==> src/rtl/plab4_net_router_input_ctrl_arb_rr.sv <==
// Router input-port controller: routes each domain's head message and picks one
// domain per cycle round-robin, optionally holding the pick until its message transfers.
module plab4_net_router_input_ctrl_arb_rr #(
    parameter int         p_router_id    = 0,
    parameter int         p_num_routers  = 8,
    parameter int         p_num_domains  = 4,
    parameter logic [2:0] p_default_reqs = 3'b001,
    parameter int         p_hold         = 1,
    localparam int        c_dest_nbits   = $clog2(p_num_routers),
    localparam int        c_dom_nbits    = $clog2(p_num_domains)
) (
    input  logic                                  clk,
    input  logic                                  reset,
    input  logic [p_num_domains*c_dest_nbits-1:0] dest,
    input  logic [p_num_domains-1:0]              in_val,
    output logic [p_num_domains-1:0]              in_rdy,
    output logic [2:0]                            reqs,
    input  logic [2:0]                            grants,
    output logic [c_dom_nbits-1:0]                domain,
    output logic                                  domain_val
);

    logic [p_num_domains-1:0][2:0] rq;
    logic [p_num_domains-1:0]      act;

    logic [c_dom_nbits-1:0] rr_ptr_q, rr_ptr_d;
    logic                   lock_q, lock_d;
    logic [c_dom_nbits-1:0] sel_q, sel_d;

    logic [c_dom_nbits-1:0] sel;
    logic                   fire;

    // Per-domain route: local destinations eject on p1, everything else uses the default.
    generate
        for (genvar gi = 0; gi < p_num_domains; gi++) begin : g_route
            logic [c_dest_nbits-1:0] dest_k;
            assign dest_k = dest[gi*c_dest_nbits +: c_dest_nbits];
            assign rq[gi] = !in_val[gi]                 ? 3'b000 :
                            (int'(dest_k) == p_router_id) ? 3'b010 :
                                                            p_default_reqs;
            assign act[gi] = |rq[gi];
        end
    endgenerate

    // A held domain that drops in_val loses the lock immediately, falling back to the search.
    always_comb begin
        logic found;
        int   idx;
        sel   = rr_ptr_q;
        found = 1'b0;
        idx   = 0;
        if ((p_hold != 0) && lock_q && act[sel_q]) begin
            sel = sel_q;
        end else begin
            for (int i = 0; i < p_num_domains; i++) begin
                idx = int'(rr_ptr_q) + i;
                if (idx >= p_num_domains) idx = idx - p_num_domains;
                if (!found && act[idx]) begin
                    found = 1'b1;
                    sel   = c_dom_nbits'(idx);
                end
            end
        end
    end

    assign domain_val = |act;
    assign domain     = sel;
    assign reqs       = (domain_val && !reset) ? rq[sel] : 3'b000;

    generate
        for (genvar gi = 0; gi < p_num_domains; gi++) begin : g_rdy
            assign in_rdy[gi] = !reset && (int'(sel) == gi) && domain_val
                                && (|(rq[gi] & grants));
        end
    endgenerate

    assign fire = |(in_val & in_rdy);

    always_comb begin
        rr_ptr_d = rr_ptr_q;
        lock_d   = 1'b0;
        sel_d    = sel_q;
        if (fire) begin
            rr_ptr_d = (int'(sel) == p_num_domains - 1) ? '0 : sel + 1'b1;
        end else if (domain_val && (p_hold != 0)) begin
            lock_d = 1'b1;
            sel_d  = sel;
        end
    end

    always_ff @(posedge clk) begin
        if (reset) begin
            rr_ptr_q <= '0;
            lock_q   <= 1'b0;
            sel_q    <= '0;
        end else begin
            rr_ptr_q <= rr_ptr_d;
            lock_q   <= lock_d;
            sel_q    <= sel_d;
        end
    end

endmodule
==> config.mk <==
export PLATFORM = sky130hd
export DESIGN_NAME = plab4_net_router_input_ctrl_arb_rr
export DESIGN_NICKNAME = d
export VERILOG_FILES = /design/src/rtl/plab4_net_router_input_ctrl_arb_rr.sv
export SDC_FILE = /design/constraint.sdc
export NUM_CORES = 1
export LEC_CHECK = 0
export CORE_ASPECT_RATIO = 1.4
export CORE_UTILIZATION = 26
export DETAILED_ROUTE_END_ITERATION = 8
export GPL_ROUTABILITY_DRIVEN = 0
export PLACE_DENSITY = 0.62
export SLEW_MARGIN = 25
export SYNTH_ARGS = -nofsm -noshare
export SYNTH_HDL_FRONTEND = slang
export SYNTH_SLANG_ARGS = --single-unit
==> constraint.sdc <==
create_clock -name clk -period 3.8 [get_ports clk]
set_clock_uncertainty 0.15 [all_clocks]
set_input_delay 0.57 -clock clk [delete_from_list [all_inputs] [get_ports clk]]
set_output_delay 0.57 -clock clk [all_outputs]
set_load 0.03 [all_outputs]
# Word-level counts from Yosys, hierarchy flattened
# Cells that the tools add are included.
# Widths: inputs -> output; s select.
# word_totals
register_bits	5
latchBits	0
ram_bits	0
mem_bits_ro	0
inputBits	21
output_inout_bits	10
memories	0
# classes
addsub	8
multipliers	0
div	0
n_lt_le_gt_ge	10
n_eq_ne	3
n_shift	0
muxes	46
n_bitwise	6
reduce_logical	38
# op_table
operator	n
$mux 32	8
$lt 32x4->1 const B	4
$mux 2	14
$reduce_or 3->1	8
$logic_and 1x1->1	17
$mux 1	16
$and 2x3->3	4
$logic_not 3->1	4
$reduce_or 12->1	1
$sub 3x3->4 const B	3
$bmux 1 s2	5
$ge 3x3->1 const B	3
$add 2x2->3 const B	2
$bmux 3 s2	1
$lt 2x3->1 const B	2
$mux 3	2
$reduce_or 5->1	1
$and 4x4->4	1
$eq 2x2->1 const B	2
$logic_not 1->1	4
$reduce_or 4->1	1
$sub 2x3->4 const B	1
$add 2x1->3 const B	1
$ge 2x3->1 const B	1
5 further kinds	5

# Depth between registers and ports, before layout
# Gate-level depths: netlist of run 1.
# depth
ltp_word	33
depth_mapped	12

# Worst setup path before layout of run 1
# OpenSTA, ideal clock, no wires.
# synth_timing
path_type	input -> register
from	input in_val[3]
to	register sel_q[1]
setup_ns	0.121
arrival_ns	3.092
required_ns	3.529
setup_slack_ns	0.437
stages	12
cell_sequence	buf_6 -> mux2i_1 -> o22ai_1 -> and2b_1 -> nor2_1 -> inv_1 -> ha_1 -> nand3b_1 -> nor2_1 -> o41a_1 -> nor3_2 -> mux2_2
# synth_via
elab_chain_len	27
word_cells_on_any_way	57
# synth_lines
element	line	source
start: declaration	15	input logic [p_num_domains-1:0] in_val,
$mux 2 (*)	38	assign rq[gi] = !in_val[gi] ? 3'b000 :
$reduce_or 3->1 (*)	41	assign act[gi] = |rq[gi];
$bmux 1 s2	58	if (!found && act[idx]) begin
$mux 1 (not written as such) (2 in series)	58	
$mux 1	58	
$mux 1	52	if ((p_hold != 0) && lock_q && act[sel_q]) begin
$logic_not 1->1	58	
$logic_and 1x1->1	58	
[... 10 more ...]	n/a	
named net domain[1]	19	output logic [c_dom_nbits-1:0] domain,
$eq 2x2->1 (tied with other cells)	72	assign in_rdy[gi] = !reset && (int'(sel) == gi) && domain_val
$logic_and 1x1->1 (2 in series)	72	
$logic_and 1x1->1	73	&& (|(rq[gi] & grants));
$and 4x4->4	77	assign fire = |(in_val & in_rdy);
$reduce_or 4->1	77	
$not 1->1 (no source line)	n/a	
$reduce_and 2->1 (no source line)	n/a	
end signal: assignment	99	sel_q <= sel_d;
end: declaration	28	logic [c_dom_nbits-1:0] sel_q, sel_d;
# The timed path passes the listed nets; every way through them passes the cells marked *. The select of a mux whose other input is x is not followed.
# A chain may end at the register's enable or synchronous reset.

# Worst setup path after layout of run 1
# layout_timing
from	input in_val[2]
to	output reqs[1]
# layout_via
elab_chain_len	22
word_cells_on_any_way	39
# layout_lines
element	line	source
$mux 2 (*)	38	
$reduce_or 3->1	41	
$bmux 1 s2	58	
$mux 1 (not written as such) (2 in series)	58	
$mux 1	58	
$mux 1	52	
$logic_not 1->1	58	
$logic_and 1x1->1	58	
[... 5 more ...]	n/a	
$mux 1	52	
$logic_not 1->1	58	
$logic_and 1x1->1	58	
$mux 2	58	
$mux 2	52	
$bmux 3 s2	68	assign reqs = (domain_val && !reset) ? rq[sel] : 3'b000;
$mux 3 (not written as such)	68	
$mux 3 (*)	68	
end: declaration	17	output logic [2:0] reqs,
# Every way passes the cells marked *; elsewhere a longest branch is shown, timed or not. The select of a mux whose other input is x is not followed.

==> results.cfg, run 1 <==
[global_routing]
busiest_layer = met2
met1_usage_pct = 14.30
grt_overflow = 0
grt_pass1_vias = 879
use_met2_pct = 26.67
grtUsageMet3_pct = 1.316
grt_pass1_wl_um = 3739
antenna_found_initial = 0
grtUsageTotal_pct = 13.40
grt_max_degree = 12

[setup_path]
startpoint_type = input port
critPathKind = in -> out
reg2regPathDepth = 11
crit_top_cell = buf_4
cpPeakStageDelay_ps = 630
worstPathCellList = clkdlybuf4s50_1 -> nor3b_2 -> o32a_1 -> a31oi_4 -> inv_4 -> buf_4 -> mux2_4 -> o22ai_1 -> buf_4
arrival_ps = 2760
required_ps = 3080
slowest_stage = clkdlybuf4s50_1
end_kind = output pin
crit_path_max_fanout = 7

[route]
vias = 842
viasPerCell = 4.867
wl_per_cell_um = 12.75
first_iter_violations = 17
drc = 0
dr.pass1.iters = 4
drt-total-wl_um = 2206
drtAntennaViolNets = 0

[sta]
holdWs_ps = 371.8
drv_slew = 0
rsz0062_at_grt = false
post-route-period-util_pct = 91.67
fmax_mhz = 287.1
period_needed_ps = 3483
finalSetupViolations = 0
tns_ps = 0
worst_slack_ps = 316.5
final_hold_viol_count = 0

[floorplanning]
fp-row-count = 24
die_w_um = 50.21
core-area_um2 = 3093
ioPinCount = 31
dieArea_um2 = 3488
initial_utilization_pct = 27.35
die_h_um = 69.49

[clock_network]
numCtsBuffers = 3
cts_max_level = 1
cts_root_buffer = clkbuf_8
cts_max_path_buffers = 2
tritoncts = built
clock_sink_count = 5
post-cts-setup-buffer-count = 0
clk_latency_ps = 220
clk_pin_slew_worst_paths_ps = 30

[pwr]
p_leak_uw = 0.0004945
power_uw = 362.4
p_per_area_nw_per_um2 = 295.6
p_sw_share_pct = 36.45
vdd_drop_max_mv = 0.1779
seqPwrFrac_pct = 19.1
p_comb_share_pct = 54.8
intPower_uw = 230.3
p_sw_uw = 132.1
clkPwrFrac_pct = 26.2

[synth]
synth-seq-cells = 5
ys_warn_count = 0
syn_area_um2 = 845.8
syn_avg_cell_area_um2 = 8.544
synth_cell_types = 42
syn-num-nets = 124
syn_inst = 99
ys_seq_area_share_pct = 11.83

[place]
dp_hpwl_um = 1932
io_buffers = 28
placed_cell_area_um2 = 1176
place_ws_ps = 48.20

[finish]
diodes = 0
nets = 160
final_common_cell = clkdlybuf4s50_1
stdcell_area_um2 = 1226
area_growth_syn_to_layout_pct = 44.97
layout-drive-gt1-share_pct = 24.63
layout_common_cells = clkdlybuf4s50_1 (22), buf_4 (12), nor2_1 (10)

[run_status]
run_status = finished clean

[worst_hold_path]
hp-class = reg -> reg
whs_path_depth = 2

[run]
cap_violations = 0
-- per-stage QoR --
| stage | util (%) | cells |
|---|---|---|
| 4_1_cts | 39.48 | 173 |
| 6_report | 39.64 | 173 |
| 2_1_floorplan | - | 99 |
| 3_5_place_dp | 38.03 | 169 |
| 3_3_place_gp | 38.03 | 169 |
| 5_1_grt | 39.64 | 173 |
-- state kept, by name (all words and copies together), names as in the netlist --
register and flops:
lock_q 1, sel_q 2, rr_ptr_q 2
-- final cells by class --
type / count / area, um^2
inverters: 3 / 13.76
well taps: 39 / 48.80
clock buffers: 4 / 45.04
repair buffers: 36 / 335.3
multi-input cells: 86 / 683.2
fillers: 337 / 1867
flip-flops and latches: 5 / 100.1
-- cells in the mapped netlist --
cell type	instances	area share (%)
mux2i_1	6	7.1
mux2_1	1	1.3
o41a_1	2	2.7
a21o_1	1	0.89
o22ai_1	2	1.5
nor2_2	1	0.74
nor3_4	2	3.8
buf_4	2	1.8
o22ai_2	1	1.5
a211oi_1	2	1.8
o21ai_0	1	0.59
o21ai_1	3	1.8
and3_1	1	0.74
ha_1	4	5.9
nor3_2	3	3.6
nand3_1	2	1.2
nor3_1	3	1.8
o41ai_2	2	3.8
mux2_2	2	2.7
mux2_4	2	3.6
nand2_1	5	2.2
o21a_1	1	0.89
nor2b_1	5	3.7
o32a_1	1	1.2
inv_1	2	0.89
a31oi_1	1	0.74
nand3b_1	3	2.7
nand3b_2	1	1.3
or4_1	1	0.89
buf_6	3	4.0
nor4_1	1	0.74
nor2_1	10	4.4
and2b_1	2	1.8
conb_1	1	0.44
a31oi_4	1	2.5
nor4_2	1	1.5
inv_4	1	0.74
dfxtp_1	5	12
nand2b_1	6	4.4
or2b_1	2	1.8
nor3b_2	1	1.5
a21oi_1	2	1.2
-- worst max-delay path: cells and delay by family --
kind | cells | cell delay (ps)
compound gates | 3 | 790
mux | 1 | 300
buf+inv | 4 | 1040
simple gates | 1 | 80
-- power by group through the flow --
| stage | Combinational (uW) | Clock (uW) | Sequential, uW |
|---|---|---|---|
| after floorplan | 129 | 0 | 67.1 |
| after global placement | 196 | 0 | 69.9 |
| after detailed placement | 200 | 0 | 70.1 |
| after CTS | 200 | 98.4 | 69.4 |
| after global routing | 215 | 103 | 70.2 |
| final | 198 | 94.8 | 69.1 |
-- repair_timing --
action	CTS	global route
setup endpoints to repair	0	2
resized for setup	0	2
hold buffers	0	0
-- final timing paths --
| path | start | to | slack [ps] |
|---|---|---|---|
| min | rr_ptr_q[0]$_SDFFE_PP0P_ | rr_ptr_q[0]$_SDFFE_PP0P_ | 370 |
| max | in_val[2] | reqs[1] | 320 |
| min reg2reg | rr_ptr_q[0]$_SDFFE_PP0P_ | rr_ptr_q[0]$_SDFFE_PP0P_ | 370 |
| max reg2reg | sel_q[1]$_SDFFE_PP0P_ | sel_q[1]$_SDFFE_PP0P_ | 860 |
-- cells by family (layout without fill, tap and decap cells) --
family	count (synthesis)	after routing	synth area share, %
buffers and inverters	8	43	7.396
other	1	1	0.4434
flip-flops	5	5	11.83
AO/OA/AOI/OAI	20	20	21.00
adder cells (fa/ha/maj)	4	4	5.917
AND/OR/NAND/NOR	50	50	38.76
multiplexers	11	11	14.65
-- routing by layer --
metal / share of wire [%] / up-vias
met5: 0 / -
met4: 0 / 0
met3: 2.9 / 0
met2: 58 / 19
met1: 39 / 392
li1: - / 431
No activity file was read; power rests on OpenSTA's default activity.
==> run 2, diff against run 1 <==
Settings changed: CORE_ASPECT_RATIO 1.4 to unset, CORE_UTILIZATION 26 to 44, PLACE_DENSITY 0.62 to 0.89.
==> results.cfg, run 2 (synthesis results as in run 1) <==
[sta]
worstMarginPinSlew_ps = 809.5
slew_headroom_pct = 45.53
post-route-period-util_pct = 93.10
fmax_mhz = 282.7
period_needed_ps = 3538
rsz0062_at_grt = false
finalSetupViolations = 0
tns_ps = 0
final_hold_viol_count = 0
drv_slew = 0

[setup_path]
end_kind = register
required_ps = 3770
worstPathCellList = clkdlybuf4s50_1 -> mux2i_1 -> o22ai_1 -> and2b_1 -> nor2_1 -> buf_4 -> inv_1 -> ha_1 -> nand3b_1 -> nor2_1 -> o41a_1 -> nor3_2 -> mux2_2
cpPeakStageDelay_ps = 520
crit_path_max_fanout = 6
critPathKind = in -> reg
crit_top_cell = nor2_1
startpoint_type = input port
reg2reg_from = sel_q[1]$_SDFFE_PP0P_
arrival_ps = 3510
slowest_stage = clkdlybuf4s50_1
crit_path_start = in_val[2]

[place]
dp_hpwl_um = 1819
placedCellCount = 154
io_buffers = 28

[clock_network]
clk_pin_slew_worst_paths_ps = 40
tritoncts = built
cts_max_path_buffers = 2
clk_latency_ps = 230
post-cts-setup-buffer-count = 0
cts_root_buffer = clkbuf_4
numCtsBuffers = 3
clock_sink_count = 5
cts_max_level = 1

[global_routing]
use_met2_pct = 35.77
met1_usage_pct = 26.12
grtUsageMet3_pct = 0.3968
grt_pass1_vias = 822
antenna_found_initial = 0
grtUsageTotal_pct = 20.53
busiest_layer = met2
grt_pass1_wl_um = 3243
grt_max_degree = 12
grt_overflow = 0

[pwr]
p_leak_uw = 0.0004812
seqPwrFrac_pct = 21.2
clkPwrFrac_pct = 17.4
intPower_uw = 199.3
p_sw_uw = 129.2
p_comb_share_pct = 61.4
p_per_area_nw_per_um2 = 277.8
p_sw_share_pct = 39.33
vdd_drop_max_mv = 0.2444

[route]
drtAntennaViolNets = 0
wl_per_cell_um = 13.77
vias = 894
viasPerCell = 5.658
first_iter_violations = 16
drt-total-wl_um = 2175
drc = 0
dr.pass1.iters = 4

[finish]
layout_common_cells = clkdlybuf4s50_1 (22), buf_4 (11), nor2_1 (10)
reg_top3 = rr_ptr_q: 2 flops, sel_q: 2 flops, lock_q: 1 flops
fin_util_pct = 67.02
area_growth_syn_to_layout_pct = 39.79
instances_no_fill = 158
layout-drive-gt1-share_pct = 24.06
nets = 159
fillers = 151
diodes = 0
final_common_cell = clkdlybuf4s50_1

[run]
cap_violations = 0

[worst_hold_path]
hp-class = reg -> reg
hold_start = rr_ptr_q[0]$_SDFFE_PP0P_

[floorplanning]
initial_utilization_pct = 47.94
ioPinCount = 31
die_h_um = 45.85
core-area_um2 = 1764
die_w_um = 45.85
fp-row-count = 15
dieArea_um2 = 2102

[run_status]
run_status = finished clean
-- run 2: cell type report --
cell class                      count  area, um^2  area share [%]
Clock buffer                        4       26.28           2.222
Inverter                            3       13.76           1.164
Multi-Input combinational cell     86       683.2           57.78
Sequential cell                     5       100.1           8.466
Tap cell                           25       31.28           2.646
Timing Repair Buffer               35       327.8           27.72
-- run 2: stage by stage --
| step | instance area [um^2] | setup slack [ps] | total power, uW | hold WS (ps) |
|---|---|---|---|---|
| global placement | 1151 | 130.1 | 263.4 | 357.9 |
| floorplan | 845.8 | 436.8 | 196.2 | 316.0 |
| CTS | 1177 | 71.22 | 330.7 | 373.8 |
| finish | 1182 | 262.1 | 328.5 | 371.7 |
| global route | 1182 | 68.82 | 351.2 | 414.4 |
| detailed placement | 1151 | 39.62 | 270.8 | 368.4 |
-- run 2: worst paths after layout --
check             slack (ps)  cells past startpoint                       end
hold / removal           370                      2  rr_ptr_q[0]$_SDFFE_PP0P_
hold reg to reg          370                      2  rr_ptr_q[0]$_SDFFE_PP0P_
setup reg to reg         690                     12     sel_q[1]$_SDFFE_PP0P_
setup / recovery         260                     13     sel_q[1]$_SDFFE_PP0P_
-- run 2: routing by layer --
metal	vias to the layer above	share of wire (%)
met4	0	1.6
met3	4	3.5
met1	426	44
met2	32	51
li1	432	-
met5	-	0
-- run 2: worst max-delay path: cells and delay by family --
kind	cells	cell delay [ps]
buffers and inverters	3	720
muxes	2	610
AOI/OAI and AO/OA	2	560
and+or+nand+nor	5	870
adders and majority gates	1	170
-- run 2: power groups by stage --
| stage | combinational, uW | clock (uW) | sequential [uW] |
|---|---|---|---|
| 6_report | 202 | 57.2 | 69.5 |
| 5_1_grt | 217 | 64.0 | 69.7 |
| 4_1_cts | 202 | 60.0 | 68.8 |
| 3_5_place_dp | 201 | 0 | 69.7 |
| 3_3_place_gp | 194 | 0 | 69.1 |
| 2_1_floorplan | 129 | 0 | 67.1 |
-- run 2: what timing repair did --
item,in CTS,in global routing
resized for setup,0,2
endpoints found under the setup margin,0,2
hold buffers,0,0
